<file path="config.mk">
export PLATFORM = sky130hd
export DESIGN_NAME = window_filter_3x3
export DESIGN_NICKNAME = d
export VERILOG_FILES = /design/src/rtl/window_filter_3x3.sv
export SDC_FILE = /design/constraint.sdc
export NUM_CORES = 1
export LEC_CHECK = 0
export BUFFER_PORTS_ARGS = -buffer_cell sky130_fd_sc_hd__buf_2
export CAP_MARGIN = 20
export CORE_MARGIN = 5
export CORE_UTILIZATION = 58
export CTS_CLUSTER_DIAMETER = 30
export DETAILED_ROUTE_END_ITERATION = 8
export PLACE_DENSITY = 0.75
export SYNTH_ARGS = -nofsm -noshare
export SYNTH_HDL_FRONTEND = slang
export SYNTH_SLANG_ARGS = --single-unit
</file>
<file path="constraint.sdc">
create_clock -name clk -period 7.8 [get_ports clk]
set_input_delay 0 -clock clk [delete_from_list [all_inputs] [get_ports clk]]
set_output_delay 0 -clock clk [all_outputs]
set_load 0.05 [all_outputs]
</file>
<file path="src/rtl/window_filter_3x3.sv">
// 3x3 neighbourhood filter: window shift registers plus a two-stage
// arithmetic pipeline with pass, Gaussian, Sobel and sharpen kernels.
`timescale 1ns/1ps
module window_filter_3x3 #(
    parameter int WIDTH      = 320,
    parameter int HEIGHT     = 240,
    parameter int DATA_WIDTH = 8
) (
    input  logic                  clk,
    input  logic                  reset,
    input  logic                  pixel_valid,
    input  logic                  frame_start,
    input  logic [1:0]            mode,
    input  logic [DATA_WIDTH-1:0] line0,
    input  logic [DATA_WIDTH-1:0] line1,
    input  logic [DATA_WIDTH-1:0] line2,
    output logic [DATA_WIDTH-1:0] pixel_out,
    output logic                  out_valid
);

    localparam int DW = DATA_WIDTH;
    localparam int CW = $clog2(WIDTH);
    localparam int RW = $clog2(HEIGHT);
    localparam int GW = DW + 4;
    localparam int SW = DW + 3;
    localparam int HW = DW + 4;
    localparam logic [DW-1:0] MAX = {DW{1'b1}};

    logic [DW-1:0] p [3][3];
    logic [CW-1:0] col, cur_col;
    logic [RW-1:0] row, cur_row;
    logic          pix_edge;

    logic          w_valid, w_edge;
    logic [1:0]    w_mode;

    logic [GW-1:0]        g_sum;
    logic [SW-1:0]        gx_p, gx_n, gy_p, gy_n;
    logic signed [SW-1:0] gx, gy;
    logic [SW-1:0]        ax, ay, s_sum;
    logic signed [HW-1:0] sh;

    logic                 a_valid, a_edge;
    logic [1:0]           a_mode;
    logic [DW-1:0]        a_p11, a_gauss;
    logic [SW-1:0]        a_sobel;
    logic signed [HW-1:0] a_sharp;
    logic [DW-1:0]        res;

    // position of the pixel being accepted; frame_start forces (0,0)
    always_comb begin
        cur_col  = frame_start ? '0 : col;
        cur_row  = frame_start ? '0 : row;
        pix_edge = (cur_row < RW'(2)) || (cur_col < CW'(2));
    end

    // shift the new column into the right-hand side of the window
    always_ff @(posedge clk or posedge reset) begin
        if (reset) begin
            for (int i = 0; i < 3; i++)
                for (int j = 0; j < 3; j++)
                    p[i][j] <= '0;
        end else if (pixel_valid) begin
            for (int i = 0; i < 3; i++) begin
                p[i][0] <= p[i][1];
                p[i][1] <= p[i][2];
            end
            p[0][2] <= line0;
            p[1][2] <= line1;
            p[2][2] <= line2;
        end
    end

    // column/row counters point at the next pixel to arrive
    always_ff @(posedge clk or posedge reset) begin
        if (reset) begin
            col <= '0;
            row <= '0;
        end else if (pixel_valid) begin
            if (cur_col == CW'(WIDTH - 1)) begin
                col <= '0;
                row <= (cur_row == RW'(HEIGHT - 1)) ? '0 : cur_row + RW'(1);
            end else begin
                col <= cur_col + CW'(1);
                row <= cur_row;
            end
        end
    end

    // side-band flags travelling with the window contents
    always_ff @(posedge clk or posedge reset) begin
        if (reset) begin
            w_valid <= 1'b0;
            w_edge  <= 1'b0;
            w_mode  <= '0;
        end else begin
            w_valid <= pixel_valid;
            if (pixel_valid) begin
                w_edge <= pix_edge;
                w_mode <= mode;
            end
        end
    end

    // kernel sums over the current window
    always_comb begin
        g_sum = GW'(p[0][0]) + (GW'(p[0][1]) << 1) + GW'(p[0][2])
              + (GW'(p[1][0]) << 1) + (GW'(p[1][1]) << 2)
              + (GW'(p[1][2]) << 1) + GW'(p[2][0])
              + (GW'(p[2][1]) << 1) + GW'(p[2][2]) + GW'(8);
        gx_p  = SW'(p[0][2]) + (SW'(p[1][2]) << 1) + SW'(p[2][2]);
        gx_n  = SW'(p[0][0]) + (SW'(p[1][0]) << 1) + SW'(p[2][0]);
        gy_p  = SW'(p[2][0]) + (SW'(p[2][1]) << 1) + SW'(p[2][2]);
        gy_n  = SW'(p[0][0]) + (SW'(p[0][1]) << 1) + SW'(p[0][2]);
        gx    = $signed(gx_p - gx_n);
        gy    = $signed(gy_p - gy_n);
        ax    = gx[SW-1] ? $unsigned(-gx) : $unsigned(gx);
        ay    = gy[SW-1] ? $unsigned(-gy) : $unsigned(gy);
        s_sum = ax + ay;
        sh    = $signed((HW'(p[1][1]) << 2) + HW'(p[1][1])
              - (HW'(p[0][1]) + HW'(p[1][0])
              + HW'(p[1][2]) + HW'(p[2][1])));
    end

    // stage A: capture sums and per-pixel mode/edge
    always_ff @(posedge clk or posedge reset) begin
        if (reset) begin
            a_valid <= 1'b0;
            a_edge  <= 1'b0;
            a_mode  <= '0;
            a_p11   <= '0;
            a_gauss <= '0;
            a_sobel <= '0;
            a_sharp <= '0;
        end else begin
            a_valid <= w_valid;
            if (w_valid) begin
                a_edge  <= w_edge;
                a_mode  <= w_mode;
                a_p11   <= p[1][1];
                a_gauss <= DW'(g_sum >> 4);
                a_sobel <= s_sum;
                a_sharp <= sh;
            end
        end
    end

    // clamp and select the kernel result; border pixels are forced to 0
    always_comb begin
        res = '0;
        case (a_mode)
            2'd0: res = a_p11;
            2'd1: res = a_gauss;
            2'd2: res = (a_sobel > SW'(MAX)) ? MAX : a_sobel[DW-1:0];
            default: begin
                if (a_sharp[HW-1])
                    res = '0;
                else if ($unsigned(a_sharp) > HW'(MAX))
                    res = MAX;
                else
                    res = a_sharp[DW-1:0];
            end
        endcase
        if (a_edge)
            res = '0;
    end

    // stage B: registered output
    always_ff @(posedge clk or posedge reset) begin
        if (reset) begin
            pixel_out <= '0;
            out_valid <= 1'b0;
        end else begin
            out_valid <= a_valid;
            if (a_valid)
                pixel_out <= res;
        end
    end

endmodule

</file>
==> metrics.md <==
| Metric | Value |
|---|---|
| CP Class | `reg -> reg` |
| Max Cap Viol | `0` |
| Drt pass-1 iters | `6` |
| Detailed Route Iter0 Violations | `about 500` |
| Clk slew on worst S/H paths | `0.07 ns` |
| Synth Flop Type | `dfrtp_1` |
| Sequential share of the synthesized area | `0.3067` |
| Layout cells sized above 1 | `0.1177` |
| Die ar. | `23360 um2` |
| Gr busiest metal | `met2` |
| Synth area leaders | `dfrtp_1 31%, fa_1 23%, ha_1 7.6%, inv_1 6.5%, mux2_2 5.2%` |
| Cell Rows | `52` |
| Met2 Use GR | `0.4198` |
| Die Wd | `152.8 um` |
| Grt met1 use | `0.2948` |
| Vias in the first global route | `between 9000 and 10000` |
| Post-synth top cells | `206 x inv_1, 145 x dfrtp_1, 135 x fa_1` |
| Port Buffers | `38` |
| Core Region | `~20000 um2` |
| H-tree levels | `4` |
| Async set-reset flop share out of synthesis | `1.000` |
| Crit-path max FO | `9` |
| Worst slew pin tran | `~0.95 ns` |
| R2R setup slack | `about 1.5 ns` |
| Die Ht | `approximately 150 um` |
| Clk_skew | `0.01697 ns` |
| Status | `completed` |
| Routed WL | `26100 um` |
| Min-Delay Path Class | `in -> async` |
| Slowest cell on crit path | `fa_1` |
| Crit-path max cell delay | `between 0.5 and 0.6 ns` |
| Area Growth Syn to Fin | `11.26%` |
| Critical Path RT | `about 8.1 ns` |
| Period utilisation layout | `0.8036` |
| Ports | `39` |
| Final Hold Viols | `0` |
| Maximum root-to-sink buffer count | `2` |
| Synth top area share | `0.3067` |
| CTS tree | `built` |
| DPL Wire Length | `19900 um` |
| Synth warnings | `0` |
| Cell family with most CP delay | `compound AO/OA/AOI/OAI gates` |
| GR Layer Usage met3 | `0.04156` |
| Min Tclk post-route | `about 6.3 ns` |
| Crit path launch type | `flop` |
| Routed len/inst | `around 17 um` |
| TritonCTS buffer count | `17` |
| Setup violators final | `0` |
| Filler instances | `1641` |
| RSZ-0062 raised after global routing | `false` |
| Cells after synthesis | `1192` |
| Fin nets | `approximately 1500` |
| Crit path DAT | `between 6 and 7 ns` |
| Number of buffers and inverters on the critical path | `3` |
| Critical path cell sequence | `inv_1 > fa_1 > fa_1 > inv_1 > fa_1 > inv_1 > ha_1 > o21ai_0 > o21ai_1 > a211oi_1 > nor2_1 > a21o_1 > a21o_1 > nor2_1 > xnor2_1 > ha_1 > nor2b_1 > o21ai_0 > a21oi_1 > o41ai_1 > o21ai_0 > xnor2_2 > nor3_1 > a221o_1` |
| First-pass GRT wire length | `roughly 44000 um` |
| Mapped Nets | `between 1000 and 1500` |
| Setup bufs post-CTS | `0` |
| Initial antenna violation count | `0` |
| # DRC | `0` |
| Post-synth cell types | `66` |
| Num Clock Sinks | `145` |
| Vias per cell | `~5.5` |
| DR vias | `~8400` |
| Slew Viols, Final | `0` |
| CTS root buf | `clkbuf_16` |
| Mapped Area | `around 12000 um2` |
| FF+latch count, synth | `145` |
| Routability cong. | `roughly 0.9` |
| Worst-Skew Late Latency | `between 0.4 and 0.5 ns` |
| Slew margin rel. | `0.3638` |
| Synth area leader | `dfrtp_1` |
| Global Route Usage Sum | `0.2359` |
| Syn Area/Cell | `approximately 9.9 um2` |
| Crit path capture type | `flop` |
| Grt total ovfl | `0` |
| Setup_tns | `0 ns` |
| Number of synthesized flops with an enable pin | `0` |
| Fmax | `between 0.15 and 0.2 GHz` |
| Top-count cell post-synth | `inv_1` |
| Largest net degree at the start of global routing | `roughly 110` |
| Antenna Nets Post-Route | `0` |
| Multi-input gate area | `~7300 um2` |
| Inserted Diodes | `0` |
| Initial Utilization | `0.5867` |
| Register area | `around 3600 um2` |
-- final cells by class --
cell class              instances  area share
multi-input cells             802      0.5521
clock buffers                  17     0.03231
well taps                     270     0.02566
inverters                     207     0.05940
flip-flops and latches        145      0.2756
repair buffers                 71     0.04049
clock inverters                15     0.01445
-- final timing paths --
path                            cells past startpoint                       to              startpoint
worst max-delay path                               24  a_sobel[10]$_DFFE_PP0P_       p[67]$_DFFE_PP0P_
worst min-delay path                                3  a_sharp[11]$_DFFE_PP0P_                   reset
worst max register to register                     24  a_sobel[10]$_DFFE_PP0P_       p[67]$_DFFE_PP0P_
worst min register to register                      2   a_gauss[0]$_DFFE_PP0P_  a_gauss[0]$_DFFE_PP0P_
max in group asynchronous                           5        p[56]$_DFFE_PP0P_                   reset
min in group clk                                    4        p[48]$_DFFE_PP0P_                line0[0]
-- routing by layer --
layer / vias up / part of all wire
met5: - / 0
met4: 0 / 0.027
met3: 57 / 0.039
met2: 203 / 0.52
met1: 4144 / 0.42
li1: 3991 / -
-- worst reg2reg max path: stages (launching register included) --
cell and delay (ns):
dfrtp_1 0.42, inv_1 0.22, fa_1 0.49, fa_1 0.55, inv_1 0.06, fa_1 0.52
inv_1 0.04, ha_1 0.33, o21ai_0 0.25, o21ai_1 0.12, a211oi_1 0.36, nor2_1 0.10
a21o_1 0.19, a21o_1 0.28, nor2_1 0.15, xnor2_1 0.08, ha_1 0.34, nor2b_1 0.14
o21ai_0 0.19, a21oi_1 0.12, o41ai_1 0.40, o21ai_0 0.25, xnor2_2 0.22, nor3_1 0.07
a221o_1 0.27
-- registers in the layout, indices dropped and copies added (netlist names) --
| signal | flops |
|---|---|
| a_edge | 1 |
| a_sobel | 11 |
| w_valid | 1 |
| a_gauss | 8 |
| pixel_out | 8 |
| a_mode | 2 |
| w_edge | 1 |
| out_valid | 1 |
| p | 72 |
| row | 8 |
| a_p11 | 8 |
| a_sharp | 12 |
| w_mode | 2 |
| a_valid | 1 |
| col | 9 |
-- kinds of logic after synthesis --
logic type               Yosys count  synth area share
AND/OR/NAND/NOR                  262            0.1015
buffers and inverters            245           0.07909
AO/OA/AOI/OAI                    227            0.1174
adder cells (fa/ha/maj)          207            0.3045
flip-flops                       145            0.3067
multiplexers                      56           0.05319
XOR/XNOR                          50           0.03764
-- metrics by stage --
step / hold WS, ns / utilization / cells / setup WS (ns) / cell area [um2]
final: 0.2013 / 0.6527 / 1527 / 1.532 / 13170
after floorplan: 0.03143 / - / 1192 / 1.984 / 11830
after CTS: 0.2233 / 0.6514 / 1526 / 1.575 / 13140
after detailed placement: 0.1303 / 0.6065 / 1465 / 1.583 / 12230
after global routing: 0.2528 / 0.6527 / 1527 / 1.177 / 13170
after global placement: 0.1268 / 0.6065 / 1465 / 1.736 / 12230
-- what timing repair did --
item	in CTS	in global routing
hold endpoints to repair	96	0
hold buffers	29	0
gates resized for setup	0	0
-- placed cells by master, fill, tap and decap left out, drive strengths merged, types with 3 or more instances in the layout --
| cell | netlist | layout |
|---|---|---|
| inv | 207 | 214 |
| dfrtp | 145 | 145 |
| fa | 135 | 135 |
| o21ai | 101 | 101 |
| nand2 | 94 | 94 |
| nor2 | 77 | 77 |
| ha | 72 | 72 |
| mux2 | 55 | 55 |
| xnor2 | 42 | 42 |
| buf | 9 | 42 |
| a21oi | 41 | 41 |
| dlygate4sd3 | 0 | 29 |
| nor3 | 20 | 20 |
| o22ai | 19 | 19 |
| clkbuf | 29 | 17 |
| nand3 | 15 | 15 |
| nand2b | 14 | 14 |
| nor2b | 11 | 11 |
| a21o | 10 | 10 |
| a31oi | 9 | 9 |
| xor2 | 8 | 8 |
| and3 | 7 | 7 |
| o21bai | 7 | 7 |
| o21a | 5 | 5 |
| nor4 | 5 | 5 |
| o2bb2ai | 5 | 5 |
| clkinv | 0 | 5 |
| or2 | 4 | 4 |
| o41ai | 4 | 4 |
| o31ai | 3 | 3 |
| a22oi | 3 | 3 |
| a211oi | 3 | 3 |
Power is not shown: default switching activity piles up to over one toggle a cycle in this logic, so the estimate is an artifact.
